<file path="src/rtl/psoc_audio_src_arbiter.sv">
// ============================================================================
// Module   : psoc_audio_src_arbiter
// Brief    : Round-robin arbiter with burst locking. It shares the audio
//            sample FIFO write port between two 48-bit stereo sources.
//            Samples pass combinationally from the granted source to the
//            FIFO.
//            The optional per-source statistics counters are enabled by
//            defining PSOC_AUDIO_ARB_STATS_EN.
// Revision : 1.0  initial release
// ============================================================================
`default_nettype none

module psoc_audio_src_arbiter #(
    parameter int BURST_LEN = 16,   // transfers per grant, 1..255
    parameter int CNT_BITS  = 32    // statistics counter width
) (
    input  logic                clk,
    input  logic                rst_n,
    input  logic [47:0]         i_src0_data,
    input  logic                i_src0_valid,
    output logic                o_src0_ready,
    input  logic [47:0]         i_src1_data,
    input  logic                i_src1_valid,
    output logic                o_src1_ready,
    input  logic [1:0]          i_src_enable,
    output logic [47:0]         o_fifo_data,
    output logic                o_fifo_write,
    input  logic                i_fifo_ready,
    output logic [1:0]          o_grant,
    output logic                o_busy,
    input  logic                i_clear_stats,
    output logic [CNT_BITS-1:0] o_src0_count,
    output logic [CNT_BITS-1:0] o_src1_count
);

    localparam logic [1:0] S_IDLE = 2'd0;
    localparam logic [1:0] S_GNT0 = 2'd1;
    localparam logic [1:0] S_GNT1 = 2'd2;

    // Value of the burst counter on the final transfer of a burst
    localparam logic [7:0] c_BURST_LAST = 8'(BURST_LEN - 1);

    logic [1:0] r_state;
    logic [1:0] w_next_state;
    logic [1:0] w_other_state;
    logic [7:0] r_burst_cnt;
    logic       r_last_grant;   // 0: src0 last held the grant, 1: src1
    logic       w_req0;
    logic       w_req1;
    logic       w_req_own;
    logic       w_req_other;
    logic       w_xfer;
    logic       w_burst_end;
    logic       w_exit;

    assign w_req0 = i_src0_valid & i_src_enable[0];
    assign w_req1 = i_src1_valid & i_src_enable[1];

    // Select the request of the granted source and of the competing source
    always_comb begin
        w_req_own     = 1'b0;
        w_req_other   = 1'b0;
        w_other_state = S_IDLE;
        case (r_state)
            S_GNT0: begin
                w_req_own     = w_req0;
                w_req_other   = w_req1;
                w_other_state = S_GNT1;
            end
            S_GNT1: begin
                w_req_own     = w_req1;
                w_req_other   = w_req0;
                w_other_state = S_GNT0;
            end
            default: begin
                w_req_own     = 1'b0;
                w_req_other   = 1'b0;
                w_other_state = S_IDLE;
            end
        endcase
    end

    assign w_xfer      = w_req_own & i_fifo_ready;
    assign w_burst_end = w_xfer & (r_burst_cnt == c_BURST_LAST);
    // A dropped request releases the grant even if the burst would also end
    assign w_exit      = (r_state != S_IDLE) & (~w_req_own | w_burst_end);

    // State register
    always_ff @(posedge clk or negedge rst_n) begin
        if (!rst_n) begin
            r_state <= S_IDLE;
        end else begin
            r_state <= w_next_state;
        end
    end

    // Next-state selection: round-robin from idle, hand-over at burst end or release
    always_comb begin
        w_next_state = r_state;
        case (r_state)
            S_IDLE: begin
                if (w_req0 && w_req1) begin
                    w_next_state = r_last_grant ? S_GNT0 : S_GNT1;
                end else if (w_req0) begin
                    w_next_state = S_GNT0;
                end else if (w_req1) begin
                    w_next_state = S_GNT1;
                end else begin
                    w_next_state = S_IDLE;
                end
            end
            S_GNT0, S_GNT1: begin
                if (w_exit) begin
                    if (w_req_other) begin
                        w_next_state = w_other_state;
                    end else if (w_req_own) begin
                        w_next_state = r_state;   // fresh burst, same source
                    end else begin
                        w_next_state = S_IDLE;
                    end
                end
            end
            default: w_next_state = S_IDLE;
        endcase
    end

    // Output decode: grant from state, zero-latency pass-through of the granted source
    always_comb begin
        o_grant      = 2'b00;
        o_busy       = 1'b0;
        o_fifo_data  = 48'd0;
        o_fifo_write = w_xfer;
        o_src0_ready = 1'b0;
        o_src1_ready = 1'b0;
        case (r_state)
            S_GNT0: begin
                o_grant      = 2'b01;
                o_busy       = 1'b1;
                o_fifo_data  = i_src0_data;
                o_src0_ready = w_xfer;
            end
            S_GNT1: begin
                o_grant      = 2'b10;
                o_busy       = 1'b1;
                o_fifo_data  = i_src1_data;
                o_src1_ready = w_xfer;
            end
            default: begin
                o_grant      = 2'b00;
                o_busy       = 1'b0;
                o_fifo_data  = 48'd0;
            end
        endcase
    end

    // Burst length counter; restarts whenever the current grant is given up
    always_ff @(posedge clk or negedge rst_n) begin
        if (!rst_n) begin
            r_burst_cnt <= 8'd0;
        end else if (w_exit) begin
            r_burst_cnt <= 8'd0;
        end else if (w_xfer) begin
            r_burst_cnt <= r_burst_cnt + 8'd1;
        end
    end

    // Remember who was served last so the next tie goes to the other source
    always_ff @(posedge clk or negedge rst_n) begin
        if (!rst_n) begin
            r_last_grant <= 1'b1;
        end else if (w_next_state == S_GNT0) begin
            r_last_grant <= 1'b0;
        end else if (w_next_state == S_GNT1) begin
            r_last_grant <= 1'b1;
        end
    end

`ifdef PSOC_AUDIO_ARB_STATS_EN
    logic [CNT_BITS-1:0] r_src0_count;
    logic [CNT_BITS-1:0] r_src1_count;

    // Accepted-sample counters; a clear in the same cycle as a transfer wins
    always_ff @(posedge clk or negedge rst_n) begin
        if (!rst_n) begin
            r_src0_count <= '0;
            r_src1_count <= '0;
        end else if (i_clear_stats) begin
            r_src0_count <= '0;
            r_src1_count <= '0;
        end else begin
            if (o_src0_ready) begin
                r_src0_count <= r_src0_count + 1'b1;
            end
            if (o_src1_ready) begin
                r_src1_count <= r_src1_count + 1'b1;
            end
        end
    end

    assign o_src0_count = r_src0_count;
    assign o_src1_count = r_src1_count;
`else
    logic w_unused_clear_stats;

    assign w_unused_clear_stats = i_clear_stats;
    assign o_src0_count         = '0;
    assign o_src1_count         = '0;
`endif

endmodule

`default_nettype wire

</file>
<file path="config.mk">
export PLATFORM = sky130hd
export DESIGN_NAME = psoc_audio_src_arbiter
export DESIGN_NICKNAME = d
export VERILOG_FILES = /design/src/rtl/psoc_audio_src_arbiter.sv
export SDC_FILE = /design/constraint.sdc
export NUM_CORES = 1
export LEC_CHECK = 0
export CORE_AREA = 2 2 87 89
export CTS_BUF_LIST = sky130_fd_sc_hd__clkbuf_4
export DETAILED_ROUTE_END_ITERATION = 10
export DIE_AREA = 0 0 89 91
export PLACE_DENSITY_LB_ADDON = 0.3
export SYNTH_ARGS = -nofsm -noshare
export SYNTH_HDL_FRONTEND = slang
export SYNTH_SLANG_ARGS = --single-unit
</file>
<file path="constraint.sdc">
create_clock -name clk -period 5 [get_ports clk]
set_input_delay 1 -clock clk [delete_from_list [all_inputs] [get_ports clk]]
set_output_delay 1 -clock clk [all_outputs]
set_load 0.03 [all_outputs]
</file>
==> results.toml <==
[timing]
max-slew-margin-rel_pct = 37.11
fin_skew_ns = 0.008316
fin_crit_ns = 3.966
setup_viol = 0
whs_ns = 0.4925
worstMarginPinSlew_ns = 0.9433
final.period_utilization_pct = 79.33
hold_viol = 0
drv_slew = 0
rsz0062_at_grt = "false"
fmax_mhz = 252.1
fin_tns_setup_ns = 0

[power_and_ir_drop]
powerDensity_nw_per_um2 = 309.0
p_leak_nw = 1.260
sequentialPowerShare_pct = 10.7
combPwrFrac_pct = 82.5
p_sw_uw = 562.8
p_int_uw = 507.6
ir_drop_mv = 0.1258
p_clk_share_pct = 6.8
swShare_pct = 52.58

[grt]
grt_first_pass_wirelength_um = 10030
antenna_found_initial = 0
grt_max_degree = 51
overflow = 0
grt_pass1_vias = 2064
grtUsageTotal_pct = 15.52

[setup_path]
reg2regPathDepth = 9
cp_data_required_time_ns = 4.00
crit_chain = "clkdlybuf4s50_1 > nand4_4 > a21boi_2 > and2_1 > clkdlybuf4s50_1"
end_kind = "output port"
crit_buf_inv = 2
crit_type = "in -> out"
r2r_start = "r_state[0]"
startpoint_type = "primary input"
critPathLaunch = "i_src_enable[0]"
critPathMaxStageDelay_ns = 0.67
reg2reg_slack_ns = 2.26
crit_path_max_fanout = 8
r2r_end = "r_last_grant"
crit_family = "buffers and inverters"
crit_path_frequent_cell = "clkdlybuf4s50_1"
worstPathArrival_ns = 2.97
slowest_stage = "clkdlybuf4s50_1"

[synthesis]
synth.distinct_cells = 35
synth_ff_type = "dfrtp_1"
async_reset_ff_share_pct = 100.0
ys_seq_elements = 11
syn-cell-area_um2 = 2034
synth_area_per_cell_um2 = 7.885
syn_inst = 258
ys_seq_area_share_pct = 13.59
synth_edf_count = 0
ys_warn_count = 0

[layout]
n_antenna_cell = 0
nets = 516
utilization_pct = 48.54
area_growth_pct = 70.30
drive_gt1_share_pct = 3.474

[clock_network]
post_cts_buffers = 0
postCtsHoldBufs = 0
clock_path_buffers = 2
clkTransAtPathRegs_ns = 0.08
cts_root_buf = "clkbuf_4"
cts_tree = "built"
ctsResizeCount = 0
cts_sinks = 11
htreeDepth = 1
cts_buffers = 3
clkLatencyLatePin_ns = 0.29

[place]
dp_hpwl_um = 5320
gp_congestion = 0.8396
portBuffers = 156

[floorplanning]
std_cell_rows = 31
dieHeight_um = 91
start_util_pct = 28.51
die_width_um = 89
pin_count = 222
core-area_um2 = 7137
die_area_um2 = 8099

[hold_path]
hold_path_depth = 2
hold_end = "r_last_grant"
hold_class = "reg -> reg"
hp-start = "r_last_grant"

[run]
drv_cap = 0

[outcome]
status = "complete, no violations"

[detailed_routing]
wl_per_cell_um = 13.51
ant_nets = 0
vias = 2244
drt_first_pass_iters = 4
routed_wl_um = 6781
drt_iter0_markers = 52
drc_errors = 0
vias_per_cell = 4.470
==> cell usage after synthesis, types with 2 or more instances <==
master | count | area (um^2)
a22oi_1 | 48 | 360.4
nand4_4 | 2 | 42.54
nor2_1 | 8 | 30.03
nor2b_1 | 49 | 306.5
nand4_1 | 3 | 18.77
o21a_1 | 2 | 15.01
a21oi_1 | 5 | 25.02
and2_1 | 3 | 18.77
clkbuf_1 | 14 | 52.55
ha_1 | 8 | 100.1
a221o_1 | 2 | 20.02
inv_1 | 6 | 22.52
a31oi_1 | 2 | 12.51
dfrtp_1 | 10 | 250.2
buf_4 | 64 | 480.5
a2111oi_4 | 2 | 55.05
mux2i_1 | 2 | 20.02
nand2_1 | 6 | 22.52
xnor2_1 | 6 | 52.55
==> layout make-up <==
type | instances | area [um^2]
Fill cell | 702 | 3672
Timing Repair Buffer | 158 | 1577
Tap cell | 99 | 123.9
Sequential cell | 11 | 276.5
Multi-Input combinational cell | 224 | 1435
Inverter | 6 | 22.52
Clock buffer | 4 | 30.03
==> power by group through the flow <==
stage / registers (mW) / clock network, mW / logic [mW]
CTS: 0.115 / 0.0760 / 0.893
global placement: 0.116 / 0 / 0.885
finish: 0.115 / 0.0727 / 0.883
detailed placement: 0.117 / 0 / 0.889
global route: 0.117 / 0.0811 / 0.952
floorplan: 0.113 / 0 / 0.617
==> worst max path at each step <==
stage               depth (start not counted)  slack, ns            to
global placement                            5       1.05  o_src0_ready
global route                                5       0.91  o_src1_ready
floorplan                                   5       1.84  o_src0_ready
detailed placement                          5       1.03  o_src0_ready
finish                                      5       1.03  o_src0_ready
CTS                                         5       1.01  o_src0_ready
==> worst register-to-register path: stages (launching register included) <==
cell	delay, ns
dfrtp_1	0.44
inv_1	0.15
ha_2	0.23
buf_4	0.46
and3_1	0.26
a31oi_1	0.08
a2111oi_4	0.42
a221o_1	0.25
ha_1	0.25
o21ai_0	0.14
==> cell families (layout without fill, tap and decap cells) <==
logic type / Yosys count / in the layout / share of synthesized area (%)
adders and majority gates: 8 / 8 / 4.920
AOI/OAI and AO/OA: 68 / 68 / 26.81
DFF: 11 / 11 / 13.59
and+or+nand+nor: 76 / 76 / 23.19
muxes: 2 / 2 / 0.9840
other: 1 / 64 / 0.1843
buffers and inverters: 86 / 168 / 27.74
xor gates and xnor gates: 6 / 6 / 2.583
==> registers in the layout, indices dropped and copies added (netlist names) <==
register      flops
r_burst_cnt       8
r_state           2
r_last_grant      1
==> stage by stage <==
| stage | std cells | total power, mW | cell area [um^2] | setup WS, ns |
|---|---|---|---|---|
| finish | 502 | 1.070 | 3465 | 1.034 |
| global route | 502 | 1.150 | 3465 | 0.9106 |
| CTS | 502 | 1.084 | 3465 | 1.011 |
| detailed placement | 498 | 1.006 | 3435 | 1.033 |
| global placement | 498 | 1.000 | 3435 | 1.053 |
| floorplan | 321 | 0.7301 | 2271 | 1.837 |
==> layer usage <==
| metal | GRT usage [%] | up-vias | part of all wire, % |
|---|---|---|---|
| met5 | 0 | - | 0 |
| met4 | 3.856 | 0 | 1.6 |
| met3 | 3.455 | 9 | 9.0 |
| met2 | 28.23 | 144 | 51 |
| met1 | 17.94 | 1018 | 38 |
| li1 | - | 1073 | - |
==> layout by cell type (no fill, tap or decap), drive strengths merged, types with 4 or more instances in the layout <==
cell type,instances
nand2,6
dfrtp,10
ha,8
clkdlybuf4s50,156
inv,6
nor2b,49
nor2,8
a21oi,5
conb,64
nand4,5
xnor2,6
a22oi,48
clkbuf,4
(Power assumes the default switching activity.)
